**src/rtl/seq_alu_pkg.sv**
```systemverilog
// seq_alu shared definitions.
// Opcode constants and controller state encoding.
package seq_alu_pkg;

  localparam logic [3:0] OP_ADD = 4'd0;
  localparam logic [3:0] OP_SUB = 4'd1;
  localparam logic [3:0] OP_RSB = 4'd2;
  localparam logic [3:0] OP_BIC = 4'd3;
  localparam logic [3:0] OP_AND = 4'd4;
  localparam logic [3:0] OP_OR  = 4'd5;
  localparam logic [3:0] OP_XOR = 4'd6;
  localparam logic [3:0] OP_XNR = 4'd7;
  localparam logic [3:0] OP_LSL = 4'd8;
  localparam logic [3:0] OP_LSR = 4'd9;
  localparam logic [3:0] OP_ASR = 4'd10;
  localparam logic [3:0] OP_ROR = 4'd11;
  localparam logic [3:0] OP_MUL = 4'd12;
  localparam logic [3:0] OP_MOV = 4'd13;
  localparam logic [3:0] OP_MVN = 4'd14;
  localparam logic [3:0] OP_RSV = 4'd15;

  typedef enum logic [1:0] {
    IDLE = 2'd0,
    BUSY = 2'd1,
    DONE = 2'd2
  } state_t;

endpackage

```
**src/rtl/seq_alu_if.sv**
```systemverilog
// seq_alu request/response bundle.
// master drives requests, slave is the ALU.
interface seq_alu_if #(
  parameter int W = 8
);
  logic         in_valid;
  logic         in_ready;
  logic [W-1:0] A;
  logic [W-1:0] B;
  logic [3:0]   I;
  logic         S;
  logic         out_valid;
  logic         out_ready;
  logic [W-1:0] F;
  logic         C_out;
  logic         OVF;
  logic         Z;
  logic         N;

  modport master (
    output in_valid, A, B, I, S, out_ready,
    input  in_ready, out_valid, F,
    input  C_out, OVF, Z, N
  );

  modport slave (
    input  in_valid, A, B, I, S, out_ready,
    output in_ready, out_valid, F,
    output C_out, OVF, Z, N
  );
endinterface

```
**src/rtl/seq_alu_mul.sv**
```systemverilog
// Iterative shift-add multiplier, low W bits.
// P/done expose the final iteration's result combinationally.
module seq_alu_mul #(
  parameter int W = 8
) (
  input  logic         clk,
  input  logic         reset,
  input  logic         start,
  input  logic [W-1:0] A,
  input  logic [W-1:0] B,
  output logic         done,
  output logic [W-1:0] P
);
  localparam int CW = $clog2(W) + 1;

  logic [W-1:0]  a_q;
  logic [W-1:0]  b_q;
  logic [W-1:0]  p_q;
  logic [W-1:0]  p_nxt;
  logic [CW-1:0] cnt;

  assign p_nxt = b_q[0] ? p_q + a_q : p_q;
  assign P     = p_nxt;
  assign done  = (cnt == CW'(1));

  always_ff @(posedge clk or posedge reset) begin
    if (reset) begin
      a_q <= '0;
      b_q <= '0;
      p_q <= '0;
      cnt <= '0;
    end else if (start) begin
      a_q <= A;
      b_q <= B;
      p_q <= '0;
      cnt <= CW'(W);
    end else if (cnt != '0) begin
      a_q <= a_q << 1;
      b_q <= b_q >> 1;
      p_q <= p_nxt;
      cnt <= cnt - 1'b1;
    end
  end
endmodule

```
**src/rtl/seq_alu.sv**
```systemverilog
// Sequential ALU: one-cycle ops plus iterative MUL,
// valid/ready request and response with registered flags.
module seq_alu
  import seq_alu_pkg::*;
#(
  parameter int W      = 8,
  parameter bit MUL_EN = 1'b1
) (
  input  logic     clk,
  input  logic     reset,
  seq_alu_if.slave bus
);
  localparam int LW = $clog2(W);
  localparam int CW = LW + 1;

  state_t        state;
  logic [CW-1:0] cnt;
  logic          s_q;
  logic [W-1:0]  f_q;
  logic          c_q, v_q, z_q, n_q;

  logic [W-1:0]   a, b, r;
  logic [3:0]     op;
  logic [LW-1:0]  sh;
  logic           rc, rv;
  logic [W:0]     ext;
  logic [2*W-1:0] dbl;
  logic           is_mul, start, mul_done;
  logic [W-1:0]   prod;

  assign a      = bus.A;
  assign b      = bus.B;
  assign op     = bus.I;
  assign sh     = bus.B[LW-1:0];
  assign is_mul = MUL_EN && (op == OP_MUL);
  assign start  = (state == IDLE) && bus.in_valid && is_mul;

  seq_alu_mul #(.W(W)) u_mul (
    .clk  (clk),
    .reset(reset),
    .start(start),
    .A    (a),
    .B    (b),
    .done (mul_done),
    .P    (prod)
  );

  // Flags not produced by an op default to their held value.
  always_comb begin
    r   = '0;
    rc  = c_q;
    rv  = v_q;
    ext = '0;
    dbl = '0;
    unique case (1'b1)
      op == OP_ADD: begin
        ext = {1'b0, a} + {1'b0, b};
        r   = ext[W-1:0];
        rc  = ext[W];
        rv  = (a[W-1] == b[W-1]) && (r[W-1] != a[W-1]);
      end
      op == OP_SUB: begin
        ext = {1'b0, a} - {1'b0, b};
        r   = ext[W-1:0];
        rc  = ext[W];
        rv  = (a[W-1] != b[W-1]) && (r[W-1] != a[W-1]);
      end
      op == OP_RSB: begin
        ext = {1'b0, b} - {1'b0, a};
        r   = ext[W-1:0];
        rc  = ext[W];
        rv  = (a[W-1] != b[W-1]) && (r[W-1] != b[W-1]);
      end
      op == OP_BIC: r = a & ~b;
      op == OP_AND: r = a & b;
      op == OP_OR:  r = a | b;
      op == OP_XOR: r = a ^ b;
      op == OP_XNR: r = ~(a ^ b);
      op == OP_LSL: begin
        ext = {1'b0, a} << sh;
        r   = ext[W-1:0];
        if (sh != '0) rc = ext[W];
      end
      op == OP_LSR: begin
        ext = {a, 1'b0} >> sh;
        r   = ext[W:1];
        if (sh != '0) rc = ext[0];
      end
      op == OP_ASR: begin
        ext = $signed({a, 1'b0}) >>> sh;
        r   = ext[W:1];
        if (sh != '0) rc = ext[0];
      end
      op == OP_ROR: begin
        dbl = {a, a} >> sh;
        r   = dbl[W-1:0];
        if (sh != '0) rc = r[W-1];
      end
      op == OP_MOV: r = b;
      op == OP_MVN: r = ~b;
      default:      r = '0;
    endcase
  end

  always_ff @(posedge clk or posedge reset) begin
    if (reset) begin
      state <= IDLE;
      cnt   <= '0;
      s_q   <= 1'b0;
      f_q   <= '0;
      c_q   <= 1'b0;
      v_q   <= 1'b0;
      z_q   <= 1'b1;
      n_q   <= 1'b0;
    end else begin
      unique case (state)
        IDLE: if (bus.in_valid) begin
          s_q <= bus.S;
          if (is_mul) begin
            state <= BUSY;
            cnt   <= CW'(W);
          end else begin
            state <= DONE;
            f_q   <= r;
            if (bus.S) begin
              c_q <= rc;
              v_q <= rv;
              z_q <= (r == '0);
              n_q <= r[W-1];
            end
          end
        end
        BUSY: begin
          cnt <= cnt - 1'b1;
          if (cnt == CW'(1) && mul_done) begin
            state <= DONE;
            f_q   <= prod;
            if (s_q) begin
              z_q <= (prod == '0);
              n_q <= prod[W-1];
            end
          end
        end
        DONE: if (bus.out_ready) state <= IDLE;
        default: state <= IDLE;
      endcase
    end
  end

  assign bus.in_ready  = (state == IDLE);
  assign bus.out_valid = (state == DONE);
  assign bus.F         = f_q;
  assign bus.C_out     = c_q;
  assign bus.OVF       = v_q;
  assign bus.Z         = z_q;
  assign bus.N         = n_q;
endmodule

```
**src/flat_wrapper.sv**
```systemverilog
// flat-port wrapper written by rule: the top's interface ports become plain ports
module seq_alu_flat import seq_alu_pkg::*;
#(
  parameter int W      = 8,
  parameter bit MUL_EN = 1'b1
)
  (clk, reset, bus_in_valid, bus_A, bus_B, bus_I, bus_S, bus_out_ready, bus_in_ready, bus_out_valid, bus_F, bus_C_out, bus_OVF, bus_Z, bus_N);
  seq_alu_if #(.W(W)) bus_i ();
  input  logic clk;
  input  logic reset;
  input wire logic [$bits(bus_i.in_valid)-1:0] bus_in_valid;
  input wire logic [$bits(bus_i.A)-1:0] bus_A;
  input wire logic [$bits(bus_i.B)-1:0] bus_B;
  input wire logic [$bits(bus_i.I)-1:0] bus_I;
  input wire logic [$bits(bus_i.S)-1:0] bus_S;
  input wire logic [$bits(bus_i.out_ready)-1:0] bus_out_ready;
  output wire logic [$bits(bus_i.in_ready)-1:0] bus_in_ready;
  output wire logic [$bits(bus_i.out_valid)-1:0] bus_out_valid;
  output wire logic [$bits(bus_i.F)-1:0] bus_F;
  output wire logic [$bits(bus_i.C_out)-1:0] bus_C_out;
  output wire logic [$bits(bus_i.OVF)-1:0] bus_OVF;
  output wire logic [$bits(bus_i.Z)-1:0] bus_Z;
  output wire logic [$bits(bus_i.N)-1:0] bus_N;
  assign bus_i.in_valid = bus_in_valid;
  assign bus_i.A = bus_A;
  assign bus_i.B = bus_B;
  assign bus_i.I = bus_I;
  assign bus_i.S = bus_S;
  assign bus_i.out_ready = bus_out_ready;
  assign bus_in_ready = bus_i.in_ready;
  assign bus_out_valid = bus_i.out_valid;
  assign bus_F = bus_i.F;
  assign bus_C_out = bus_i.C_out;
  assign bus_OVF = bus_i.OVF;
  assign bus_Z = bus_i.Z;
  assign bus_N = bus_i.N;
  seq_alu #(.W(W), .MUL_EN(MUL_EN)) u_core (.clk(clk), .reset(reset), .bus(bus_i));
endmodule
```
**config.mk**
```make
export PLATFORM = sky130hd
export DESIGN_NAME = seq_alu_flat
export DESIGN_NICKNAME = d
export VERILOG_FILES = /design/src/rtl/seq_alu_pkg.sv /design/src/rtl/seq_alu_if.sv /design/src/rtl/seq_alu_mul.sv /design/src/rtl/seq_alu.sv /design/src/flat_wrapper.sv
export SDC_FILE = /design/constraint.sdc
export NUM_CORES = 1
export LEC_CHECK = 0
export BUFFER_PORTS_ARGS = -buffer_cell sky130_fd_sc_hd__buf_2
export CAP_MARGIN = 20
export CORE_ASPECT_RATIO = 1.2
export CORE_MARGIN = 10
export CORE_UTILIZATION = 25
export DETAILED_ROUTE_END_ITERATION = 16
export MAX_ROUTING_LAYER = met4
export SYNTH_ARGS = -nofsm -noshare
export SYNTH_HDL_FRONTEND = slang
export SYNTH_SLANG_ARGS = --single-unit
```
**constraint.sdc**
```tcl
create_clock -name clk -period 7.4 [get_ports clk]
set_clock_uncertainty 0.15 [all_clocks]
set_input_delay 1.11 -clock clk [delete_from_list [all_inputs] [get_ports clk]]
set_output_delay 1.11 -clock clk [all_outputs]
set_load 0.05 [all_outputs]
```
==> summary.txt <==
Yosys
  • Count leader, synth: nand2_1
  • Top post-synthesis cells by area: dfrtp_1, ha_1, mux2i_1
  • Mean Syn Cell Area: 8.16 um^2
  • Commonest cells in the synthesized netlist: nand2_1, nor2_1, dfrtp_1
  • Yosys top cell by area: dfrtp_1
  • Post-synth EDFFs: 0
  • Mapped Nets: 768
  • Register area share after synthesis: 0.208
  • Cell Area, Synth: 0.00567 mm^2
  • Synth async-reset ratio: 1.00
  • Unique masters post-synth: 82
  • Post-synth top area share: 0.203
  • Ys flop type: dfrtp_1
  • Flops & latches, synth: 47
  • Synth Warn #: 0
  • Cell count after synthesis: 694

Critical path
  • CP peak stage delay: 0.59 ns
  • Cell Chain, Critical Path: buf_2, inv_1, ha_1, fa_1, or2_1, a221oi_1, or4_1, a21oi_1, nor3_1, nand3_2, o41ai_2, a31o_1
  • Worst setup SP type: primary input
  • Crit path DAT: 4.46 ns
  • FF-to-FF Start: u_core.u_mul.a_q[0]
  • Critical Path Sink Type: register
  • Worst-path maximum fanout: 37
  • R2r endpoint: u_core.bus.F[6]
  • R2R depth: 10
  • Required @ worst endpoint: 7.48 ns
  • Slowest stage cell, crit path: buf_2
  • R2r setup slk: 4.60 ns
  • WS Path Type: in2reg

Detailed routing
  • WL per Instance: 19.3 um
  • Total wire length: 18,700 um
  • DRC: 0
  • Drt pass-1 iters: 5
  • Antenna-violating nets left: 0
  • Drt first-iter violations: 515
  • Routed vias: 5,328
  • DR vias/cell: 5.50

Clock tree
  • Clk_lat worst skew: 0.29 ns
  • Clock buffer depth: 2
  • CTS tree: done
  • Clock Tree Root: clkbuf_16
  • CTS Hold Bufs: 0
  • Clk sinks: 47
  • Htree depth: 2
  • Clock-pin transition on the worst setup and hold timing paths: 0.07 ns
  • Post-CTS sizing: 0
  • Post-CTS setup buffers: 0
  • CTS Buf Count: 5

Power
  • Leakage Power: 2.56 nW
  • Power density cells: 229 mW/mm^2
  • Peak supply drop: 0.0912 mV
  • Pwr Total: 1.41 mW

Layout
  • Antenna Diode Count: 0
  • Synth-to-layout area growth: 8.83%
  • Final Util: 0.276
  • Non-filler cells, final: 968
  • Fin area: 0.00617 mm^2
  • Final net count: 762
  • Share of layout cells above drive strength 1: 0.123

Hold path
  • Hold Path Class: reg2reg
  • Hold path depth: 2
  • Min-Delay Endpoint: u_core.bus.F[2]
  • Hold_sp: u_core.bus.F[2]

GRT
  • Global route overflow: 0
  • Vias in the first global route: 5,247
  • Pin count of the biggest net entering global routing: 52
  • Total track usage: 0.129
  • First-pass GRT wire length: 29,300 um
  • Initial antenna violation count: 0

STA
  • Final hold vios: 0
  • Worst Tran Pin Value: 0.923 ns
  • # setup viols final: 0
  • PnR worst setup slack: 3.03 ns
  • Setup TNS: 0 ns
  • Min Tclk post-route: 4.37 ns
  • RSZ-0062 raised after global routing: no
  • WHS: 0.335 ns
  • Final period util: 0.591
  • Slew headroom: 0.385
  • F_max: 229 MHz
  • Final slew viol count: 0

Placement
  • Placed cells: 958
  • # port buffers: 38
  • GPL Wtd Cong: 0.948
  • DP Worst Slack: 2.79 ns
  • DPL Wire Length: 13,900 um
  • Area post-placement: 0.00594 mm^2

Die
  • Chip width: 157 um
  • Die area: 0.0291 mm^2
  • Boundary Pins: 39
  • Initial Util: 0.253
  • Die Y: 185 um
  • Rows: 60
  • Core area: 0.0224 mm^2

Run status
  • Status: complete, no violations

Run
  • Max-cap violations: 0
-- worst max path at each step --
stage / start / endpoint / slack (ns) / depth (start not counted)
finish: bus_B[0] / u_core.bus.Z / 3.03 / 12
global route: bus_B[0] / u_core.bus.Z / 2.65 / 12
CTS: bus_B[0] / u_core.bus.Z / 3.08 / 12
detailed placement: bus_B[0] / u_core.bus.Z / 2.79 / 12
global placement: bus_B[0] / u_core.bus.Z / 2.88 / 12
floorplan: bus_B[0] / u_core.bus.Z / 3.28 / 14
-- final cells by class --
| class | count | area (um^2) |
|---|---|---|
| clock buffers | 6 | 139 |
| clock inverters | 2 | 38.8 |
| fillers | 2405 | 16200 |
| inverters | 35 | 131 |
| multi-input cells | 555 | 4070 |
| flip-flops and latches | 47 | 1180 |
| well taps | 279 | 349 |
| repair buffers | 44 | 265 |
-- report_power, final --
part	total [mW]	leakage [nW]	switching, mW	internal [mW]
registers	0.421	0.592	0.0761	0.345
logic	0.717	1.88	0.461	0.255
clock network	0.274	0.0875	0.104	0.170
-- registers in the layout (all words and copies together) (netlist names) --
register,cells
u_core.u_mul.p_q,8
u_core.bus.C_out,1
u_core.u_mul.cnt,4
u_core.bus.F,8
u_core.bus.OVF,1
u_core.state,2
u_core.s_q,1
u_core.bus.Z,1
u_core.u_mul.a_q,8
u_core.cnt,4
u_core.u_mul.b_q,8
u_core.bus.N,1
-- worst max-delay path, delay by kind of cell --
kind | cells | cell delay (ns)
AND/OR/NAND/NOR | 4 | 0.80
adder cells (fa/ha/maj) | 2 | 0.71
AO/OA/AOI/OAI | 4 | 1.01
buffers and inverters | 2 | 0.80
-- cells in the final DEF (no fill, tap or decap), types with 7 or more instances in the layout --
master / instances
nand2_1: 70
nor2_1: 58
inv_1: 34
o22ai_1: 13
nor2b_1: 13
nand3_1: 13
a21oi_1: 33
buf_2: 39
ha_1: 45
mux4_2: 12
a211oi_1: 15
nor3_1: 20
nand2b_1: 18
xnor2_1: 13
mux2i_1: 34
o21ai_0: 41
a31oi_1: 9
a221oi_1: 8
dfrtp_1: 46
o31ai_1: 7
-- logic make-up after synthesis --
kind of cell | after synthesis | share of synthesized area
XOR/XNOR | 16 | 0.0247
AO/OA/AOI/OAI | 203 | 0.252
AND/OR/NAND/NOR | 237 | 0.211
multiplexers | 50 | 0.116
flip-flops | 47 | 0.208
buffers and inverters | 92 | 0.0751
adder cells (fa/ha/maj) | 49 | 0.114
-- routing by layer --
| layer | track usage | share of wire | vias to the layer above |
|---|---|---|---|
| met5 | - | 0 | - |
| li1 | - | - | 2547 |
| met2 | 0.197 | 0.45 | 202 |
| met3 | 0.0200 | 0.056 | 50 |
| met4 | 0.0644 | 0.042 | 0 |
| met1 | 0.164 | 0.46 | 2529 |
Note: power is estimated with default switching activity, not from simulation.
